`config.mk`:
```
export PLATFORM = sky130hd
export DESIGN_NAME = branch_resolve_unit
export DESIGN_NICKNAME = d
export VERILOG_FILES = /design/src/rtl/branch_resolve_unit.sv
export SDC_FILE = /design/constraint.sdc
export NUM_CORES = 1
export LEC_CHECK = 0
export CORE_ASPECT_RATIO = 0.9
export CORE_MARGIN = 3
export CORE_UTILIZATION = 58
export CTS_CLUSTER_SIZE = 24
export DETAILED_ROUTE_END_ITERATION = 10
export PLACE_DENSITY = 0.84
export SLEW_MARGIN = 0
export SYNTH_ARGS = -nofsm -noshare
export SYNTH_HDL_FRONTEND = slang
export SYNTH_SLANG_ARGS = --single-unit
```
`constraint.sdc`:
```
create_clock -name clk -period 18.6 [get_ports clk]
set_input_delay 5.58 -clock clk [delete_from_list [all_inputs] [get_ports clk]]
set_output_delay 5.58 -clock clk [all_outputs]
set_load 0.005 [all_outputs]
```
`src/rtl/branch_resolve_unit.sv`:
```
// -----------------------------------------------------------------------------
// branch_resolve_unit
//
// Resolves up to LANES branch instructions per cycle (lane 0 oldest), detects
// mispredictions, raises a registered single-cycle flush for the oldest
// mispredicted lane and queues predictor-update records for every surviving
// branch lane into a small multi-push / single-pop FIFO.
//
// Ports
//   clk, rst         : clock, synchronous active-high reset
//   flush_i          : external flush, kills every lane this cycle
//   valid_i          : per-lane instruction valid
//   pc_i, inst_i     : per-lane pc and raw instruction (32 bits per lane)
//   reg1_i, reg2_i   : per-lane operands
//   aluop_i          : per-lane ALU opcode (8 bits per lane)
//   pre_taken_i      : per-lane predicted direction
//   pre_addr_i       : per-lane predicted target
//   stall_o          : fewer than LANES free update slots, inputs ignored
//   flush_o          : registered flush pulse
//   flush_target_o   : actual next pc of the flushing lane
//   flush_lane_o     : index of the flushing lane
//   link_o           : registered pc+4 per lane
//   upd_*            : predictor-update FIFO head (valid/ready handshake)
// -----------------------------------------------------------------------------
module branch_resolve_unit #(
    parameter int unsigned LANES     = 2,
    parameter int unsigned UPD_DEPTH = 4
) (
    input  logic                                         clk,
    input  logic                                         rst,
    input  logic                                         flush_i,
    input  logic [LANES-1:0]                             valid_i,
    input  logic [32*LANES-1:0]                          pc_i,
    input  logic [32*LANES-1:0]                          inst_i,
    input  logic [32*LANES-1:0]                          reg1_i,
    input  logic [32*LANES-1:0]                          reg2_i,
    input  logic [32*LANES-1:0]                          pre_addr_i,
    input  logic [8*LANES-1:0]                           aluop_i,
    input  logic [LANES-1:0]                             pre_taken_i,
    output logic                                         stall_o,
    output logic                                         flush_o,
    output logic [31:0]                                  flush_target_o,
    output logic [((LANES > 1) ? $clog2(LANES) : 1)-1:0] flush_lane_o,
    output logic [32*LANES-1:0]                          link_o,
    output logic                                         upd_valid_o,
    input  logic                                         upd_ready_i,
    output logic [31:0]                                  upd_pc_o,
    output logic [31:0]                                  upd_target_o,
    output logic                                         upd_taken_o,
    output logic                                         upd_call_o,
    output logic                                         upd_ret_o
);

    localparam int unsigned LW = (LANES > 1) ? $clog2(LANES) : 1;
    localparam int unsigned PW = (UPD_DEPTH > 1) ? $clog2(UPD_DEPTH) : 1;
    localparam int unsigned CW = $clog2(UPD_DEPTH) + 1;

    // ALU opcode encodings shared with the decode stage
    localparam logic [7:0] OP_BEQ   = 8'h50;
    localparam logic [7:0] OP_BNE   = 8'h51;
    localparam logic [7:0] OP_BLT   = 8'h52;
    localparam logic [7:0] OP_BGE   = 8'h53;
    localparam logic [7:0] OP_BLTU  = 8'h54;
    localparam logic [7:0] OP_BGEU  = 8'h55;
    localparam logic [7:0] OP_B     = 8'h56;
    localparam logic [7:0] OP_BL    = 8'h57;
    localparam logic [7:0] OP_JIRL  = 8'h58;
    localparam logic [7:0] OP_CACOP = 8'h59;

    typedef struct packed {
        logic [31:0] pc;
        logic [31:0] target;
        logic        taken;
        logic        call;
        logic        ret;
    } upd_entry_t;

    // ---------------------------------------------------------------- decode
    logic [7:0]       op_w     [LANES];
    logic [31:0]      pc_w     [LANES];
    logic [31:0]      inst_w   [LANES];
    logic [31:0]      r1_w     [LANES];
    logic [31:0]      r2_w     [LANES];
    logic [31:0]      pa_w     [LANES];
    logic [31:0]      offs16_w [LANES];
    logic [31:0]      offs26_w [LANES];
    logic [31:0]      lane_target [LANES];
    logic [31:0]      lane_next   [LANES];
    logic [LANES-1:0] lane_is_br;
    logic [LANES-1:0] lane_cond;
    logic [LANES-1:0] lane_taken;
    logic [LANES-1:0] lane_mispred;
    logic [LANES-1:0] lane_call;
    logic [LANES-1:0] lane_ret;
    logic [6*LANES-1:0] unused_inst_hi;

    always_comb begin
        lane_is_br     = '0;
        lane_cond      = '0;
        lane_taken     = '0;
        lane_mispred   = '0;
        lane_call      = '0;
        lane_ret       = '0;
        unused_inst_hi = '0;
        for (int unsigned l = 0; l < LANES; l++) begin
            op_w[l]   = aluop_i[8*l +: 8];
            pc_w[l]   = pc_i[32*l +: 32];
            inst_w[l] = inst_i[32*l +: 32];
            r1_w[l]   = reg1_i[32*l +: 32];
            r2_w[l]   = reg2_i[32*l +: 32];
            pa_w[l]   = pre_addr_i[32*l +: 32];
            unused_inst_hi[6*l +: 6] = inst_w[l][31:26];

            offs16_w[l] = {{14{inst_w[l][25]}}, inst_w[l][25:10], 2'b00};
            offs26_w[l] = {{4{inst_w[l][9]}}, inst_w[l][9:0], inst_w[l][25:10], 2'b00};

            case (op_w[l])
                OP_BEQ:  begin lane_is_br[l] = 1'b1; lane_cond[l] = (r1_w[l] == r2_w[l]); end
                OP_BNE:  begin lane_is_br[l] = 1'b1; lane_cond[l] = (r1_w[l] != r2_w[l]); end
                OP_BLT:  begin lane_is_br[l] = 1'b1; lane_cond[l] = ($signed(r1_w[l]) <  $signed(r2_w[l])); end
                OP_BGE:  begin lane_is_br[l] = 1'b1; lane_cond[l] = ($signed(r1_w[l]) >= $signed(r2_w[l])); end
                OP_BLTU: begin lane_is_br[l] = 1'b1; lane_cond[l] = (r1_w[l] <  r2_w[l]); end
                OP_BGEU: begin lane_is_br[l] = 1'b1; lane_cond[l] = (r1_w[l] >= r2_w[l]); end
                OP_B, OP_BL, OP_JIRL: begin lane_is_br[l] = 1'b1; lane_cond[l] = 1'b1; end
                OP_CACOP: ;
                default: ;
            endcase

            if (op_w[l] == OP_JIRL)
                lane_target[l] = r1_w[l] + offs16_w[l];
            else if (op_w[l] == OP_B || op_w[l] == OP_BL)
                lane_target[l] = pc_w[l] + offs26_w[l];
            else
                lane_target[l] = pc_w[l] + offs16_w[l];

            lane_taken[l] = lane_is_br[l] & lane_cond[l];
            lane_next[l]  = lane_taken[l] ? lane_target[l] : pc_w[l] + 32'd4;

            // A non-branch predicted taken sent fetch somewhere wrong as well
            if (lane_is_br[l])
                lane_mispred[l] = (lane_taken[l] != pre_taken_i[l]) |
                                  (lane_taken[l] & (pa_w[l] != lane_target[l]));
            else
                lane_mispred[l] = pre_taken_i[l];

            lane_call[l] = (op_w[l] == OP_BL) |
                           ((op_w[l] == OP_JIRL) & (inst_w[l][4:0] == 5'd1));
            lane_ret[l]  = (op_w[l] == OP_JIRL) & (inst_w[l][4:0] == 5'd0) &
                           (inst_w[l][9:5] == 5'd1) & (inst_w[l][25:10] == 16'd0);
        end
    end

    // ------------------------------------------------------- winner / commit
    logic [CW-1:0]    count_q, count_d;
    logic [PW-1:0]    wr_ptr_q, wr_ptr_d;
    logic [PW-1:0]    rd_ptr_q, rd_ptr_d;
    upd_entry_t       fifo_q [UPD_DEPTH];
    upd_entry_t       fifo_d [UPD_DEPTH];

    logic             stall;
    logic             accept;
    logic             mis_found;
    logic [LW-1:0]    win_lane;
    logic [31:0]      win_next;
    logic [LANES-1:0] survive;
    logic [LANES-1:0] push_mask;

    // Occupancy before this cycle's pop decides the stall
    assign stall  = ~rst & (count_q > CW'(UPD_DEPTH - LANES));
    assign accept = ~rst & ~flush_i & ~stall;

    always_comb begin
        mis_found = 1'b0;
        win_lane  = '0;
        win_next  = '0;
        survive   = '0;
        for (int unsigned l = 0; l < LANES; l++) begin
            // The winner itself survives; everything younger is killed
            survive[l] = ~mis_found;
            if (!mis_found && valid_i[l] && lane_mispred[l]) begin
                mis_found = 1'b1;
                win_lane  = LW'(l);
                win_next  = lane_next[l];
            end
        end
        push_mask = {LANES{accept}} & valid_i & lane_is_br & survive;
    end

    // ------------------------------------------------------------ flush/link
    logic                  flush_q, flush_d;
    logic [31:0]           flush_target_q, flush_target_d;
    logic [LW-1:0]         flush_lane_q, flush_lane_d;
    logic [32*LANES-1:0]   link_q, link_d;

    always_comb begin
        flush_d        = accept & mis_found;
        flush_target_d = flush_d ? win_next : '0;
        flush_lane_d   = flush_d ? win_lane : '0;
        link_d         = '0;
        for (int unsigned l = 0; l < LANES; l++)
            link_d[32*l +: 32] = pc_w[l] + 32'd4;
    end

    // ------------------------------------------------------------------ FIFO
    logic          pop;
    logic [CW-1:0] push_cnt;
    logic [PW-1:0] wr_idx;

    assign pop = ~rst & (count_q != '0) & upd_ready_i;

    // Surviving branch lanes are packed into consecutive slots in lane order
    always_comb begin
        fifo_d   = fifo_q;
        push_cnt = '0;
        wr_idx   = wr_ptr_q;
        for (int unsigned l = 0; l < LANES; l++) begin
            if (push_mask[l]) begin
                wr_idx = wr_ptr_q + PW'(push_cnt);
                fifo_d[wr_idx] = '{pc:     pc_w[l],
                                   target: lane_target[l],
                                   taken:  lane_taken[l],
                                   call:   lane_call[l],
                                   ret:    lane_ret[l]};
                push_cnt = push_cnt + CW'(1);
            end
        end
        wr_ptr_d = wr_ptr_q + PW'(push_cnt);
        rd_ptr_d = rd_ptr_q + PW'(pop);
        count_d  = count_q + push_cnt - CW'(pop);
    end

    always_ff @(posedge clk) begin
        if (rst) begin
            count_q        <= '0;
            wr_ptr_q       <= '0;
            rd_ptr_q       <= '0;
            flush_q        <= 1'b0;
            flush_target_q <= '0;
            flush_lane_q   <= '0;
            link_q         <= '0;
        end else begin
            count_q        <= count_d;
            wr_ptr_q       <= wr_ptr_d;
            rd_ptr_q       <= rd_ptr_d;
            flush_q        <= flush_d;
            flush_target_q <= flush_target_d;
            flush_lane_q   <= flush_lane_d;
            link_q         <= link_d;
        end
    end

    // Storage needs no reset: occupancy alone qualifies its contents
    always_ff @(posedge clk) begin
        fifo_q <= fifo_d;
    end

    // ---------------------------------------------------------------- outputs
    assign stall_o        = stall;
    assign flush_o        = ~rst & flush_q;
    assign flush_target_o = rst ? '0 : flush_target_q;
    assign flush_lane_o   = rst ? '0 : flush_lane_q;
    assign link_o         = rst ? '0 : link_q;
    assign upd_valid_o    = ~rst & (count_q != '0);
    assign upd_pc_o       = fifo_q[rd_ptr_q].pc;
    assign upd_target_o   = fifo_q[rd_ptr_q].target;
    assign upd_taken_o    = fifo_q[rd_ptr_q].taken;
    assign upd_call_o     = fifo_q[rd_ptr_q].call;
    assign upd_ret_o      = fifo_q[rd_ptr_q].ret;

endmodule

```
==> Yosys cells after proc, flatten, opt, wreduce, memory -nomap -nowiden <==
Cells that the tools add are included.
W data, S select, Z words.
{ "word_totals": {"register_bits": 373, "inputBits": 344, "output_inout_bits": 167, "word_cells": 170} }
{ "op_classes": {"addsub": 14, "magnitude_cmp": 14, "eq_ne": 30, "n_mux": 33, "bitwise_logic": 34, "n_reduce_logical": 18} }
{ "op_table": {"columns": ["operator", "n"], "rows": [
  ["$bwmux W268", 2],
  ["$mux W268", 2],
  ["$mux W32", 9],
  ["$demux W67 S2", 2],
  ["$mux W67", 4],
  ["$add A32 B32 Y32", 6],
  ["$eq A8 B7 Y1 const B", 18],
  ["$bmux W67 S2", 1],
  ["$ge A32 B32 Y1", 4],
  ["$lt A32 B32 Y1", 4],
  ["$ne A32 B32 Y1", 4],
  ["$add A32 B3 Y32 const B", 2],
  ["$eq A32 B32 Y1", 2],
  ["$mux W64", 1],
  ["$logic_not A16 Y1", 2],
  ["$eq A5 B1 Y1 const B", 4],
  ["$and A1 B1 Y1", 19],
  ["$reduce_or A9 Y1", 2],
  ["$pmux W1 S7", 2],
  ["$logic_not A5 Y1", 2],
  ["$ge A3 B3 Y1 const B", 3],
  ["$mux W1", 9],
  ["$not A2 Y3", 3],
  ["$and A2 B2 Y2", 3],
  ["other kinds (17)", 33]
]} }

==> Logic depth before layout (Yosys ltp) <==
Gate-level depths: netlist (run 1).
{ "logic_depth": {"ltp_word": 21, "ltp_mapped": 29, "ltp_nobuf": 24} }

==> Worst setup path before layout (run 1) <==
Ideal clock, no wire load.
{ "synth_path": {"path_kind": "input port to output port", "start": "input port rst", "end": "output port stall_o", "t_arrival_ns": 6.475, "t_required_ns": 13.020, "path_slack_ns": 6.545, "stages": 4, "path_buffers": 3, "cell_sequence": "clkbuf_1 > clkbuf_1 > buf_1 > nor2_1"} }
{ "synth_via": {"elab_chain_cells": 2} }
{ "synth_lines": {"columns": ["item", "line", "rtl"], "rows": [
  ["start: declaration", "30", "input logic rst,"],
  ["$not A1 Y1", "169", "assign stall = ~rst & (count_q > CW'(UPD_DEPTH - LANES));"],
  ["$and A1 B1 Y1", "169", null],
  ["end: declaration", "40", "output logic stall_o,"]
]} }
Every way passes these cells.

==> Worst setup path in the final report (run 1) <==
{ "layout_path": {"start": "input port rst", "end": "output port flush_target_o[22]"} }
{ "layout_via": {"elab_chain_cells": 1} }
{ "layout_lines": {"columns": ["item", "line", "rtl"], "rows": [
  ["$mux W32", "260", "assign flush_target_o = rst ? '0 : flush_target_q;"],
  ["end: declaration", "42", "output logic [31:0] flush_target_o,"]
]} }
Every way passes these cells.

==> results of run 1 <==
==> worst max-delay path, delay by kind of cell <==
family / cells / cell delay, ps
AND/OR/NAND/NOR: 1 / 310
buffers and inverters: 3 / 1600
==> layer usage <==
layer,vias up,part of all wire
li1,14112,-
met1,14650,0.38
met2,2138,0.42
met3,415,0.14
met4,8,0.062
met5,-,0.0013
==> registers in the layout, indices dropped and copies added (netlist names) <==
register / count
rd_ptr_q: 2
flush_target_q: 32
count_q: 3
flush_lane_q: 1
wr_ptr_q: 2
link_q: 64
fifo_q: 268
flush_q: 1
==> area by class of cell <==
cell class | instances | area, um^2 | area share
clock inverter | 21 | 269 | 0.00726
antenna | 8 | 20.0 | 0.000541
clock buffer | 55 | 1150 | 0.0310
inverter | 113 | 424 | 0.0115
tap | 680 | 851 | 0.0230
timing repair buffer | 554 | 5400 | 0.146
sequential | 373 | 7470 | 0.202
multi-input combinational | 2988 | 21500 | 0.579
==> Yosys cell counts (21+ instances only) <==
| library cell | instances |
|---|---|
| mux2i_1 | 258 |
| or3_1 | 28 |
| mux2_1 | 74 |
| buf_2 | 39 |
| nor4_1 | 34 |
| and3_1 | 28 |
| nor2_1 | 194 |
| dfxtp_1 | 373 |
| clkbuf_1 | 174 |
| nand3_1 | 101 |
| mux2_2 | 47 |
| mux4_2 | 67 |
| nand2_1 | 568 |
| inv_1 | 113 |
| o211ai_1 | 21 |
| a32o_1 | 30 |
| o21ai_0 | 227 |
| xor2_1 | 86 |
| ha_1 | 189 |
| nor3_1 | 53 |
| xnor2_1 | 118 |
| o21a_1 | 25 |
| a21oi_1 | 213 |
| nand4_1 | 59 |
| a21o_1 | 90 |
| nor2b_1 | 147 |
==> kinds of logic (layout without fill, tap and decap cells) <==
group | count (synthesis) | count (layout) | synth area share
AND/OR/NAND/NOR | 1333 | 1333 | 0.211
AO/OA/AOI/OAI | 807 | 807 | 0.171
multiplexers | 448 | 448 | 0.181
flip-flops | 373 | 373 | 0.246
buffers and inverters | 360 | 743 | 0.0500
XOR/XNOR | 206 | 206 | 0.0604
adder cells (fa/ha/maj) | 194 | 194 | 0.0812
other | 0 | 8 | 0
==> worst paths after layout <==
path | from | to | slack, ps
setup / recovery | rst | flush_target_o[22] | 5490
hold / removal | fifo_q[232] | fifo_q[232] | 540
setup reg to reg | count_q[0] | fifo_q[213] | 14220
hold reg to reg | fifo_q[232] | fifo_q[232] | 540
==> cells in the final DEF (no fill, tap or decap), types with 12 or more instances in the layout <==
cell and n:
a211oi_1 13, a21o_1 90, a21oi_1 213, a31oi_1 15, a32o_1 30, and2_1 17, and3_1 28, and4_1 18
buf_4 57, clkbuf_16 41, clkdlybuf4s50_1 497, dfxtp_1 371, ha_1 189, inv_1 113, mux2_1 74, mux2_2 47
mux2i_1 257, mux4_2 67, nand2_1 563, nand2b_1 17, nand3_1 101, nand4_1 59, nor2_1 190, nor2b_1 147
nor3_1 51, nor4_1 34, o211ai_1 21, o21a_1 25, o21ai_0 227, o21bai_1 13, o22ai_1 12, o31ai_1 12
or3_1 28, or4_1 13, xnor2_1 118, xor2_1 86
==> through the flow <==
stage	total power, mW	hold WS [ps]
CTS	2.67	542
floorplan	1.40	495
global route	2.80	560
finish	2.71	542
detailed placement	1.83	528
global placement	1.82	509
==> report_power, final <==
part / internal [mW] / total (mW) / switching (mW)
sequential: 0.848 / 0.880 / 0.0317
combinational: 0.420 / 0.974 / 0.554
clock: 0.486 / 0.857 / 0.371
==> impl_metrics.toml, run 1 <==
[pwr]
power.density_mw_per_mm2 = 73.2
p_leak_nw = 16.2
ir_drop_uv = 75.3

[placement]
dp_slack_ps = 5580
post_dp_cell_area_mm2 = 0.0356
globalplace.congestion = 1.05
dp_hpwl_mm = 95.2
dp_cells = 4708
port_buffers = 498

[clock_network]
clk_latency_ps = 580
cts_buffers = 41
ctsHoldBuffers = 0
postCtsSetupRepairBufs = 0
cts.clk_slew.worst_paths_ps = 70
clk_path_buf_depth = 3
cts_tree = "yes"
cts_resized = 0
clock-sinks = 373
cts_root_buffer = "clkbuf_16"
htreeDepth = 2

[die]
start_util = 0.595
num_rows = 78
die_h_um = 223
die-area_mm2 = 0.0551
die_w_um = 247
pin_count = 511
fp.coreArea_mm2 = 0.0510

[finish]
area_growth_pct = 22.0
nNetsFinal = 4609
final_util = 0.726
design_area_mm2 = 0.0370
layoutNonFillerInstCount = 4792
fillers = 4004
drive_gt1_frac = 0.0716

[yosys]
ys_seq_area_frac = 0.246
ys_top_cells_by_area = "dfxtp_1 25%, mux2i_1 8.5%, ha_1 7.8%"
synth_cells = 3721
yosysUniqueCellTypes = 89
synth_area_leader_cell = "dfxtp_1"
synth_fp_nets = 4259
synth_edf_count = 0
netlist_area_mm2 = 0.0304
synth-seq-cells = 373
syn_area_per_cell_um2 = 8.16
synth_warnings = 0
synthArstFlopShare = 0
synth_top_cell_area_share = 0.246
synthFlopType = "dfxtp_1"

[hold_path]
hold_class = "reg2reg"
min_path_cells = 2

[outcome]
status = "completed"

[detailed_routing]
postRouteAntennaNets = 0
drt_iter0_markers = 4055
post_drt_wl_per_cell_um = 25.8
via_count = 31323
via_per_inst = 6.54
routed_wl_mm = 123
first_pass_iters = 6
drc = 0

[worst_setup_path]
r2r_cells = 9
path_cells = "buf_4 > buf_4 > nor2b_1 > clkdlybuf4s50_1"
crit_top_cell = "buf_4"
endpoint_kind = "output pin"
cp.arrival_ps = 7530
startpoint_type = "input port"
slowest_delay_ps = 650
crit_slowest_cell = "buf_4"
path_max_fanout = 68
required_ps = 13020
worstSetupPathType = "in2out"

[sta]
slew_headroom = 0.0753
timing.fmax_mhz = 76.3
finalClockSkew_ps = 28.6
setup_ws_ps = 5490
slew_violations = 0
rsz0062_at_grt = "false"
fin_crit_ps = 13110
hold_viol_final = 0
finalSetupTns_ps = 0
min_period_over_period = 0.705
worst_slew_pin_slew_ps = 1350
final-setup-viol-count = 0

[global_route]
met1_usage = 0.553
antenna_found_initial = 10
grt_busiest_layer = "met2"
grt_overflow = 0
met2_usage = 0.644
grt_first_pass_wirelength_mm = 181
grt_max_degree = 82
grt_use_met3 = 0.140
first_global_vias = 29309
grt_util_all_layers = 0.431

[job]
maxCapViolations = 0
Note: power is estimated with default switching activity, not from simulation.
==> inputs of run 2 (changes only) <==
CORE_UTILIZATION = 55   (was 58)
PLACE_DENSITY = 0.8   (was 0.84)
clock period = 12.98 ns   (was 18.6 ns; I/O delays follow)
==> impl_metrics.toml, run 2 (same netlist as run 1, synthesis figures left out) <==
[hold_path]
hold_class = "reg2reg"
holdPathEnd = "fifo_q[27]"
min_path_cells = 2
min_from = "fifo_q[27]"

[worst_setup_path]
endpoint_kind = "flop"
r2r-start = "count_q[0]"
required_ps = 13440
path_max_fanout = 10
cp.arrival_ps = 11330
crit_top_cell = "ha_1"
worstSetupPathType = "in2reg"
rrSetupSlack_ps = 8870
r2r_end = "fifo_q[265]"
slowest_delay_ps = 640
crit_slowest_cell = "o21ai_2"
startpoint_type = "input port"
r2r_cells = 9

[clock_network]
htreeDepth = 2
clk_path_buf_depth = 3
cts.clk_slew.worst_paths_ps = 60
cts_root_buffer = "clkbuf_16"
ctsHoldBuffers = 0
cts_buffers = 39
clock-sinks = 373
cts_resized = 0
clk_latency_ps = 600
cts_tree = "yes"
postCtsSetupRepairBufs = 0

[sta]
slew_violations = 1
hold_viol_final = 0
min_period_over_period = 0.837
rsz0062_at_grt = "false"
fin_crit_ps = 10870
finalClockSkew_ps = 48.3
finalSetupTns_ps = 0
final-setup-viol-count = 0
timing.fmax_mhz = 92.0
setup_ws_ps = 2110
slew_headroom = -0.00332
worst_slew_pin_slew_ps = 1460

[finish]
final_util = 0.679
nNetsFinal = 4595
area_growth_pct = 21.8
reg.largest.list = "fifo_q (268), link_q (64), flush_target_q (32)"
largest_reg_flops = 268
design_area_mm2 = 0.0370
final_common_cell = "nand2_1"
top_register = "fifo_q"
drive_gt1_frac = 0.0678
layout_common_cells = "563 x nand2_1, 497 x clkdlybuf4s50_1, 371 x dfxtp_1, 258 x mux2i_1, 227 x o21ai_0"
fillers = 4474

[global_route]
grt_overflow = 0
grt_use_met3 = 0.108
grt_busiest_layer = "met2"
grt_first_pass_wirelength_mm = 179
antenna_found_initial = 20
met1_usage = 0.514
grt_util_all_layers = 0.406
grt_max_degree = 92
met2_usage = 0.618
first_global_vias = 29228

[die]
die-area_mm2 = 0.0580
num_rows = 81
pin_count = 511
die_w_um = 254
start_util = 0.558
fp.coreArea_mm2 = 0.0544
die_h_um = 229

[placement]
globalplace.congestion = 1.01
post_dp_cell_area_mm2 = 0.0355
dp_hpwl_mm = 95.0
port_buffers = 498
dp_slack_ps = 1690

[pwr]
power_mw = 3.87
ir_drop_uv = 106
p_leak_nw = 16.2
power.density_mw_per_mm2 = 105

[detailed_routing]
via_count = 31246
drc = 0
drt_iter0_markers = 4232
via_per_inst = 6.51
routed_wl_mm = 123
post_drt_wl_per_cell_um = 25.6
first_pass_iters = 7
postRouteAntennaNets = 0

[outcome]
status = "finished with violations"
violations = "max-capacitance violations, max-slew violations"

[job]
maxCapViolations = 1
## run 2: layout make-up
cell class / count / area, um^2 / share of cell area
clock inverter: 18 / 299 / 0.00809
timing repair buffer: 542 / 5320 / 0.144
clock buffer: 54 / 1110 / 0.0301
inverter: 113 / 424 / 0.0115
sequential: 373 / 7470 / 0.202
antenna: 10 / 25.0 / 0.000677
multi-input combinational: 2988 / 21400 / 0.580
tap: 705 / 882 / 0.0239
## run 2: per-layer routing
metal	share of wire	up-vias
li1	-	14074
met1	0.38	14612
met2	0.42	2062
met3	0.12	478
met4	0.073	20
met5	0.0018	-
## run 2: per-stage QoR
stage / std cells / hold WS [ps]
after floorplan: 3721 / 495
after global placement: 4721 / 507
after detailed placement: 4721 / 522
after CTS: 4793 / 535
after global routing: 4799 / 558
final: 4803 / 535
## run 2: worst max-delay path by stage
stage                    start          to
finish              aluop_i[7]  count_q[2]
global placement    aluop_i[7]  count_q[2]
global route        aluop_i[5]  count_q[2]
CTS                 aluop_i[7]  count_q[2]
floorplan           aluop_i[7]  count_q[2]
detailed placement  aluop_i[5]  count_q[2]
## run 2: worst max-delay path, delay by kind of cell
kind            cells  cell delay [ps]
xor+xnor            2              290
fa+ha+maj           5             1510
compound gates     10             3490
simple gates        5             1580
buf+inv             3              540
## run 2: power by group
part	switching, mW	leakage [nW]	total, mW	internal [mW]
Clock	0.504	0.698	1.23	0.729
Sequential	0.0455	3.04	1.26	1.22
Combinational	0.781	12.5	1.37	0.593
Total	1.33	16.2	3.87	2.54
